## config.mk

```make
export PLATFORM = sky130hd
export DESIGN_NAME = pipeline_ctrl_flat
export DESIGN_NICKNAME = d
export VERILOG_FILES = /design/src/rtl/pipeline_ctrl_if.sv /design/src/rtl/pipeline_ctrl.sv /design/src/flat_wrapper.sv
export SDC_FILE = /design/constraint.sdc
export NUM_CORES = 1
export LEC_CHECK = 0
export ABC_CLOCK_PERIOD_IN_PS = 1370
export CELL_PAD_IN_SITES_DETAIL_PLACEMENT = 1
export CELL_PAD_IN_SITES_GLOBAL_PLACEMENT = 2
export CORE_ASPECT_RATIO = 1.75
export CORE_MARGIN = 5
export CORE_UTILIZATION = 13
export CTS_CLUSTER_DIAMETER = 120
export DETAILED_ROUTE_END_ITERATION = 10
export PLACE_DENSITY_LB_ADDON = 0.12
export SLEW_MARGIN = 30
export SYNTH_ARGS = -nofsm -noshare
export SYNTH_HDL_FRONTEND = slang
export SYNTH_SLANG_ARGS = --single-unit
```

## constraint.sdc

```tcl
create_clock -name clk -period 1.37 [get_ports clk]
set_input_delay 0.137 -clock clk [delete_from_list [all_inputs] [get_ports clk]]
set_output_delay 0.137 -clock clk [all_outputs]
set_load 0.005 [all_outputs]
```

## src/rtl/pipeline_ctrl_if.sv

```systemverilog
// Stall/flush control bundle between the pipeline and its sequencer.
// master = sequencer side, slave = pipeline/hazard-source side.
interface pipeline_ctrl_if;
  logic        load_use_hazard;
  logic        branch_taken_ex;
  logic        mdu_start;
  logic        dmem_ready;
  logic        pc_we;
  logic        if_id_we;
  logic        id_ex_we;
  logic        ex_mem_we;
  logic        mem_wb_we;
  logic        if_id_flush;
  logic        id_ex_flush;
  logic        ex_mem_flush;
  logic        redirect;
  logic [1:0]  state_o;
  logic [31:0] perf_stall_cnt;
  logic [31:0] perf_flush_cnt;
  logic [31:0] perf_freeze_cnt;

  modport master (
    input  load_use_hazard, branch_taken_ex, mdu_start, dmem_ready,
    output pc_we, if_id_we, id_ex_we, ex_mem_we, mem_wb_we,
    output if_id_flush, id_ex_flush, ex_mem_flush, redirect,
    output state_o, perf_stall_cnt, perf_flush_cnt, perf_freeze_cnt
  );

  modport slave (
    output load_use_hazard, branch_taken_ex, mdu_start, dmem_ready,
    input  pc_we, if_id_we, id_ex_we, ex_mem_we, mem_wb_we,
    input  if_id_flush, id_ex_flush, ex_mem_flush, redirect,
    input  state_o, perf_stall_cnt, perf_flush_cnt, perf_freeze_cnt
  );
endinterface

```

## src/rtl/pipeline_ctrl.sv

```systemverilog
// Central stall/flush sequencer for the 5-stage pipeline.
// Optional perf counters: define PIPE_PERF_CNT_EN.
module pipeline_ctrl #(
  parameter int MDU_LAT = 4,
  parameter int CNT_W   = 4
) (
  input logic            clk,
  input logic            rst_n,
  pipeline_ctrl_if.master bus
);

  typedef enum logic [1:0] {
    RUN = 2'd0,
    LU  = 2'd1,
    MDU = 2'd2,
    ILL = 2'd3
  } state_e;

  localparam logic [CNT_W-1:0] CNT_LD = CNT_W'(MDU_LAT - 1);
  localparam logic [CNT_W-1:0] CNT_1  = CNT_W'(1);

  state_e           state_q, state_d;
  logic [CNT_W-1:0] cnt_q, cnt_d;

  logic [4:0] we_c;
  logic [2:0] fl_c;
  logic       red_c;

  // State and MDU countdown registers
  always_ff @(posedge clk or negedge rst_n) begin
    if (!rst_n) begin
      state_q <= RUN;
      cnt_q   <= '0;
    end else begin
      state_q <= state_d;
      cnt_q   <= cnt_d;
    end
  end

  // Next state and stage controls; we_c={pc,ifid,idex,exmem,memwb}
  always_comb begin
    we_c    = 5'b11111;
    fl_c    = 3'b000;
    red_c   = 1'b0;
    state_d = state_q;
    cnt_d   = cnt_q;
    if (!bus.dmem_ready) begin
      we_c = 5'b00000;
    end else begin
      unique case (state_q)
        RUN: begin
          if (bus.branch_taken_ex) begin
            red_c = 1'b1;
            fl_c  = 3'b110;
          end else if (bus.mdu_start) begin
            we_c    = 5'b00011;
            fl_c    = 3'b001;
            cnt_d   = CNT_LD;
            state_d = MDU;
          end else if (bus.load_use_hazard) begin
            we_c    = 5'b00111;
            fl_c    = 3'b010;
            state_d = LU;
          end
        end
        LU: begin
          state_d = RUN;
        end
        MDU: begin
          if (cnt_q > CNT_1) begin
            we_c  = 5'b00011;
            fl_c  = 3'b001;
            cnt_d = cnt_q - CNT_1;
          end else begin
            cnt_d   = '0;
            state_d = RUN;
          end
        end
        ILL: begin
          state_d = RUN;
        end
      endcase
    end
  end

  // Output drive; reset forces every control low
  always_comb begin
    bus.pc_we        = rst_n & we_c[4];
    bus.if_id_we     = rst_n & we_c[3];
    bus.id_ex_we     = rst_n & we_c[2];
    bus.ex_mem_we    = rst_n & we_c[1];
    bus.mem_wb_we    = rst_n & we_c[0];
    bus.if_id_flush  = rst_n & fl_c[2];
    bus.id_ex_flush  = rst_n & fl_c[1];
    bus.ex_mem_flush = rst_n & fl_c[0];
    bus.redirect     = rst_n & red_c;
    bus.state_o      = state_q;
  end

`ifdef PIPE_PERF_CNT_EN
  logic [31:0] stall_q, flush_q, freeze_q;

  // Performance counters, free-running with natural wrap
  always_ff @(posedge clk or negedge rst_n) begin
    if (!rst_n) begin
      stall_q  <= '0;
      flush_q  <= '0;
      freeze_q <= '0;
    end else begin
      if (!we_c[4] && bus.dmem_ready)
        stall_q <= stall_q + 32'd1;
      if (red_c)
        flush_q <= flush_q + 32'd1;
      if (!bus.dmem_ready)
        freeze_q <= freeze_q + 32'd1;
    end
  end

  assign bus.perf_stall_cnt  = stall_q;
  assign bus.perf_flush_cnt  = flush_q;
  assign bus.perf_freeze_cnt = freeze_q;
`else
  assign bus.perf_stall_cnt  = '0;
  assign bus.perf_flush_cnt  = '0;
  assign bus.perf_freeze_cnt = '0;
`endif

endmodule

```

## src/flat_wrapper.sv

```systemverilog
// flat-port wrapper written by rule: the top's interface ports become plain ports
module pipeline_ctrl_flat 
#(
  parameter int MDU_LAT = 4,
  parameter int CNT_W   = 4
)
  (clk, rst_n, bus_load_use_hazard, bus_branch_taken_ex, bus_mdu_start, bus_dmem_ready, bus_pc_we, bus_if_id_we, bus_id_ex_we, bus_ex_mem_we, bus_mem_wb_we, bus_if_id_flush, bus_id_ex_flush, bus_ex_mem_flush, bus_redirect, bus_state_o, bus_perf_stall_cnt, bus_perf_flush_cnt, bus_perf_freeze_cnt);
  pipeline_ctrl_if bus_i ();
  input logic clk;
  input logic rst_n;
  input wire logic [$bits(bus_i.load_use_hazard)-1:0] bus_load_use_hazard;
  input wire logic [$bits(bus_i.branch_taken_ex)-1:0] bus_branch_taken_ex;
  input wire logic [$bits(bus_i.mdu_start)-1:0] bus_mdu_start;
  input wire logic [$bits(bus_i.dmem_ready)-1:0] bus_dmem_ready;
  output wire logic [$bits(bus_i.pc_we)-1:0] bus_pc_we;
  output wire logic [$bits(bus_i.if_id_we)-1:0] bus_if_id_we;
  output wire logic [$bits(bus_i.id_ex_we)-1:0] bus_id_ex_we;
  output wire logic [$bits(bus_i.ex_mem_we)-1:0] bus_ex_mem_we;
  output wire logic [$bits(bus_i.mem_wb_we)-1:0] bus_mem_wb_we;
  output wire logic [$bits(bus_i.if_id_flush)-1:0] bus_if_id_flush;
  output wire logic [$bits(bus_i.id_ex_flush)-1:0] bus_id_ex_flush;
  output wire logic [$bits(bus_i.ex_mem_flush)-1:0] bus_ex_mem_flush;
  output wire logic [$bits(bus_i.redirect)-1:0] bus_redirect;
  output wire logic [$bits(bus_i.state_o)-1:0] bus_state_o;
  output wire logic [$bits(bus_i.perf_stall_cnt)-1:0] bus_perf_stall_cnt;
  output wire logic [$bits(bus_i.perf_flush_cnt)-1:0] bus_perf_flush_cnt;
  output wire logic [$bits(bus_i.perf_freeze_cnt)-1:0] bus_perf_freeze_cnt;
  assign bus_i.load_use_hazard = bus_load_use_hazard;
  assign bus_i.branch_taken_ex = bus_branch_taken_ex;
  assign bus_i.mdu_start = bus_mdu_start;
  assign bus_i.dmem_ready = bus_dmem_ready;
  assign bus_pc_we = bus_i.pc_we;
  assign bus_if_id_we = bus_i.if_id_we;
  assign bus_id_ex_we = bus_i.id_ex_we;
  assign bus_ex_mem_we = bus_i.ex_mem_we;
  assign bus_mem_wb_we = bus_i.mem_wb_we;
  assign bus_if_id_flush = bus_i.if_id_flush;
  assign bus_id_ex_flush = bus_i.id_ex_flush;
  assign bus_ex_mem_flush = bus_i.ex_mem_flush;
  assign bus_redirect = bus_i.redirect;
  assign bus_state_o = bus_i.state_o;
  assign bus_perf_stall_cnt = bus_i.perf_stall_cnt;
  assign bus_perf_flush_cnt = bus_i.perf_flush_cnt;
  assign bus_perf_freeze_cnt = bus_i.perf_freeze_cnt;
  pipeline_ctrl #(.MDU_LAT(MDU_LAT), .CNT_W(CNT_W)) u_core (.clk(clk), .rst_n(rst_n), .bus(bus_i));
endmodule
```

==> flow_metrics.env <==
export IMPL_wl_per_cell_um=10.28
export IMPL_synth_top_family_by_area="buffers and inverters"
export IMPL_postSynthCellCount=159
export IMPL_p_leak_uw=0.0008537
export IMPL_worstReg2RegEnd="u_core.cnt_q[3]"
export IMPL_fin_skew_ns=0.001386
export IMPL_setup_viol=11
export IMPL_max_cap_violations=0
export IMPL_rows=46
export IMPL_dr_first_iter_drc_count=6
export IMPL_globalRouteTotalUtil=0.05416
export IMPL_dr_pass1_iters=3
export IMPL_netlist_area_leader_share=0.6062
export IMPL_violations="negative setup slack"
export IMPL_finalCriticalPeriod_ns=1.605
export IMPL_finalInstanceArea_um2=1598
export IMPL_worstReg2RegStart="u_core.cnt_q[0]"
export IMPL_yosys_area_top_type="buf_4"
export IMPL_grt_pass1_vias=946
export IMPL_yosys_area_share_adder=0.02062
export IMPL_start_kind="flop"
export IMPL_drt_total_wl_um=3383
export IMPL_core_area_um2=9094
export IMPL_grt_start_max_net_pins=7
export IMPL_clk_pin_slew_ns=0.04
export IMPL_vdd_drop_max_v=0.0004734
export IMPL_h_tree_depth=1
export IMPL_synth_edff_count=0
export IMPL_fin_setup_tns_ns=-1.529
export IMPL_synth_avg_cell_area_um2=7.633
export IMPL_dp_cells=317
export IMPL_rr_worst_depth=6
export IMPL_synth_simple_area_share=0.1237
export IMPL_synth_compound_area_frac=0.08969
export IMPL_async_reset_ff_frac=1.000
export IMPL_place_ws_ns=-0.5615
export IMPL_die_h_um=137.8
export IMPL_fin_cells=329
export IMPL_synth_area_um2=1214
export IMPL_die_area_um2=11440
export IMPL_via_per_inst=2.678
export IMPL_nNetsFinal=219
export IMPL_clock_latency_ns=0.23
export IMPL_max_stage_delay_ns=0.38
export IMPL_fmax_ghz=0.6229
export IMPL_pin_count=113
export IMPL_final_max_slew_violation_count=0
export IMPL_drcViolationCount=0
export IMPL_rsz0062_at_grt="yes"
export IMPL_end_kind="primary output"
export IMPL_cp_slowest_cell="dfrtp_1"
export IMPL_vias=881
export IMPL_ant_nets=0
export IMPL_dp_hpwl_um=3048
export IMPL_regToRegSetupSlack_ns=-0.17
export IMPL_yosysUniqueCellTypes=29
export IMPL_finalHoldViolCount=0
export IMPL_crit_type="reg -> out"
export IMPL_yosys_warnings=0
export IMPL_p_per_area_nw_per_um2=1346
export IMPL_min_path_type="in -> async"
export IMPL_syn_to_final_growth_pct=31.65
export IMPL_total_power_uw=2151
export IMPL_drive_gt1_frac=0.3254
export IMPL_gp_congestion=0.6984
export IMPL_antenna_found_initial=0
export IMPL_synth_ff_type="dfrtp_1"
export IMPL_setup_ws_ns=-0.2353
export IMPL_cts_buffer_depth=2
export IMPL_die_x_um=83.04
export IMPL_num_antenna_cells=0
export IMPL_period_share=1.172
export IMPL_ys_top_cells_by_area="buf_4, dfrtp_1, inv_1"
export IMPL_synthMuxAreaShare=0
export IMPL_seq_area_frac_synth=0.1237
export IMPL_worstPathRequired_ns=1.23
export IMPL_ctsHoldBuffers=0
export IMPL_clock_sinks=6
export IMPL_cts_tree="built"
export IMPL_grt_ovfl_total=0
export IMPL_grt_pass1_wl_um=5009
export IMPL_ys_ff_latch=6
export IMPL_initial_core_util=0.1335
export IMPL_placed_area_um2=1348
export IMPL_crit_chain="inv_1, ha_2, or2_4, a21oi_2, o21a_1, buf_2"
export IMPL_synth_xor_area_share=0
export IMPL_clockRootBuffer="clkbuf_16"
export IMPL_yosysMostFrequentCell="buf_4"
export IMPL_outcome="finished with violations"
export IMPL_io_buffers=16
export IMPL_ys_top_cells_by_count="buf_4, inv_1, nor2_1"
export IMPL_cts_buffers=3
export IMPL_arrival_ns=1.47
export IMPL_worstPathMaxFanout=3
-- sequential cells by signal (all words and copies together) (netlist names) --
name and flops:
u_core.cnt_q 4, u_core.bus.state_o 2
-- repair_timing --
item / CTS / global route
pin swaps: 9 / 12
endpoints found under the setup margin: 16 / 11
resized for setup: 64 / 5
setup buffers: 6 / 5
-- critical path: cells and delay by family (launching register included) --
| kind | cells | cell delay, ns |
|---|---|---|
| adders and majority gates | 1 | 0.17 |
| DFF | 1 | 0.38 |
| buffers and inverters | 2 | 0.18 |
| AOI/OAI and AO/OA | 2 | 0.24 |
| and+or+nand+nor | 1 | 0.27 |
-- cells by family after synthesis --
| kind of cell | Yosys count |
|---|---|
| DFF | 6 |
| other | 1 |
| adders and majority gates | 2 |
| AOI/OAI and AO/OA | 15 |
| buffers and inverters | 108 |
| and+or+nand+nor | 27 |
-- cells in the final DEF (no fill, tap or decap), types with 3 or more instances in the layout --
master	instances
clkdlybuf4s50_1	3
buf_6	9
conb_1	96
buf_4	27
buf_2	7
clkbuf_16	3
inv_1	7
nor2_1	7
dfrtp_1	4
a21oi_2	4
dlygate4sd2_1	6
-- per-layer routing --
layer,wire (um),track usage,vias to the layer above
met2,1982,0.1129,61
met5,0,0,-
met4,8,0.002727,0
met1,1084,0.05428,401
li1,-,-,417
met3,308,0.01616,2
-- how the worst max path moves through the flow --
stage	start	to	slack, ns	cells after the start
global route	u_core.cnt_q[0]	bus_pc_we	-0.33	6
finish	u_core.cnt_q[0]	bus_ex_mem_flush	-0.24	6
CTS	u_core.cnt_q[1]	bus_if_id_we	-0.31	6
floorplan	u_core.cnt_q[0]	bus_pc_we	0.007	6
detailed placement	rst_n	bus_id_ex_flush	-0.56	4
global placement	rst_n	bus_id_ex_we	-0.56	5
-- where the power goes --
group          internal (uW)  switching (uW)
registers                251            67.2
logic                    727             626
clock network            376             105
-- per-stage QoR --
| stage | hold slack, ns | utilization |
|---|---|---|
| after floorplan | -0.1586 | - |
| after global placement | 0.4628 | 0.1482 |
| after detailed placement | 0.4590 | 0.1482 |
| after CTS | 0.02415 | 0.1716 |
| after global routing | 0.04434 | 0.1757 |
| final | 0.02488 | 0.1757 |
-- cell type report --
type,instances,area [um^2]
Clock buffer,3,75.07
Fill cell,1159,7496
Inverter,8,30.03
Multi-Input combinational cell,140,768.2
Sequential cell,6,152.6
Tap cell,120,150.1
Timing Repair Buffer,52,421.7
(Power assumes the default switching activity.)
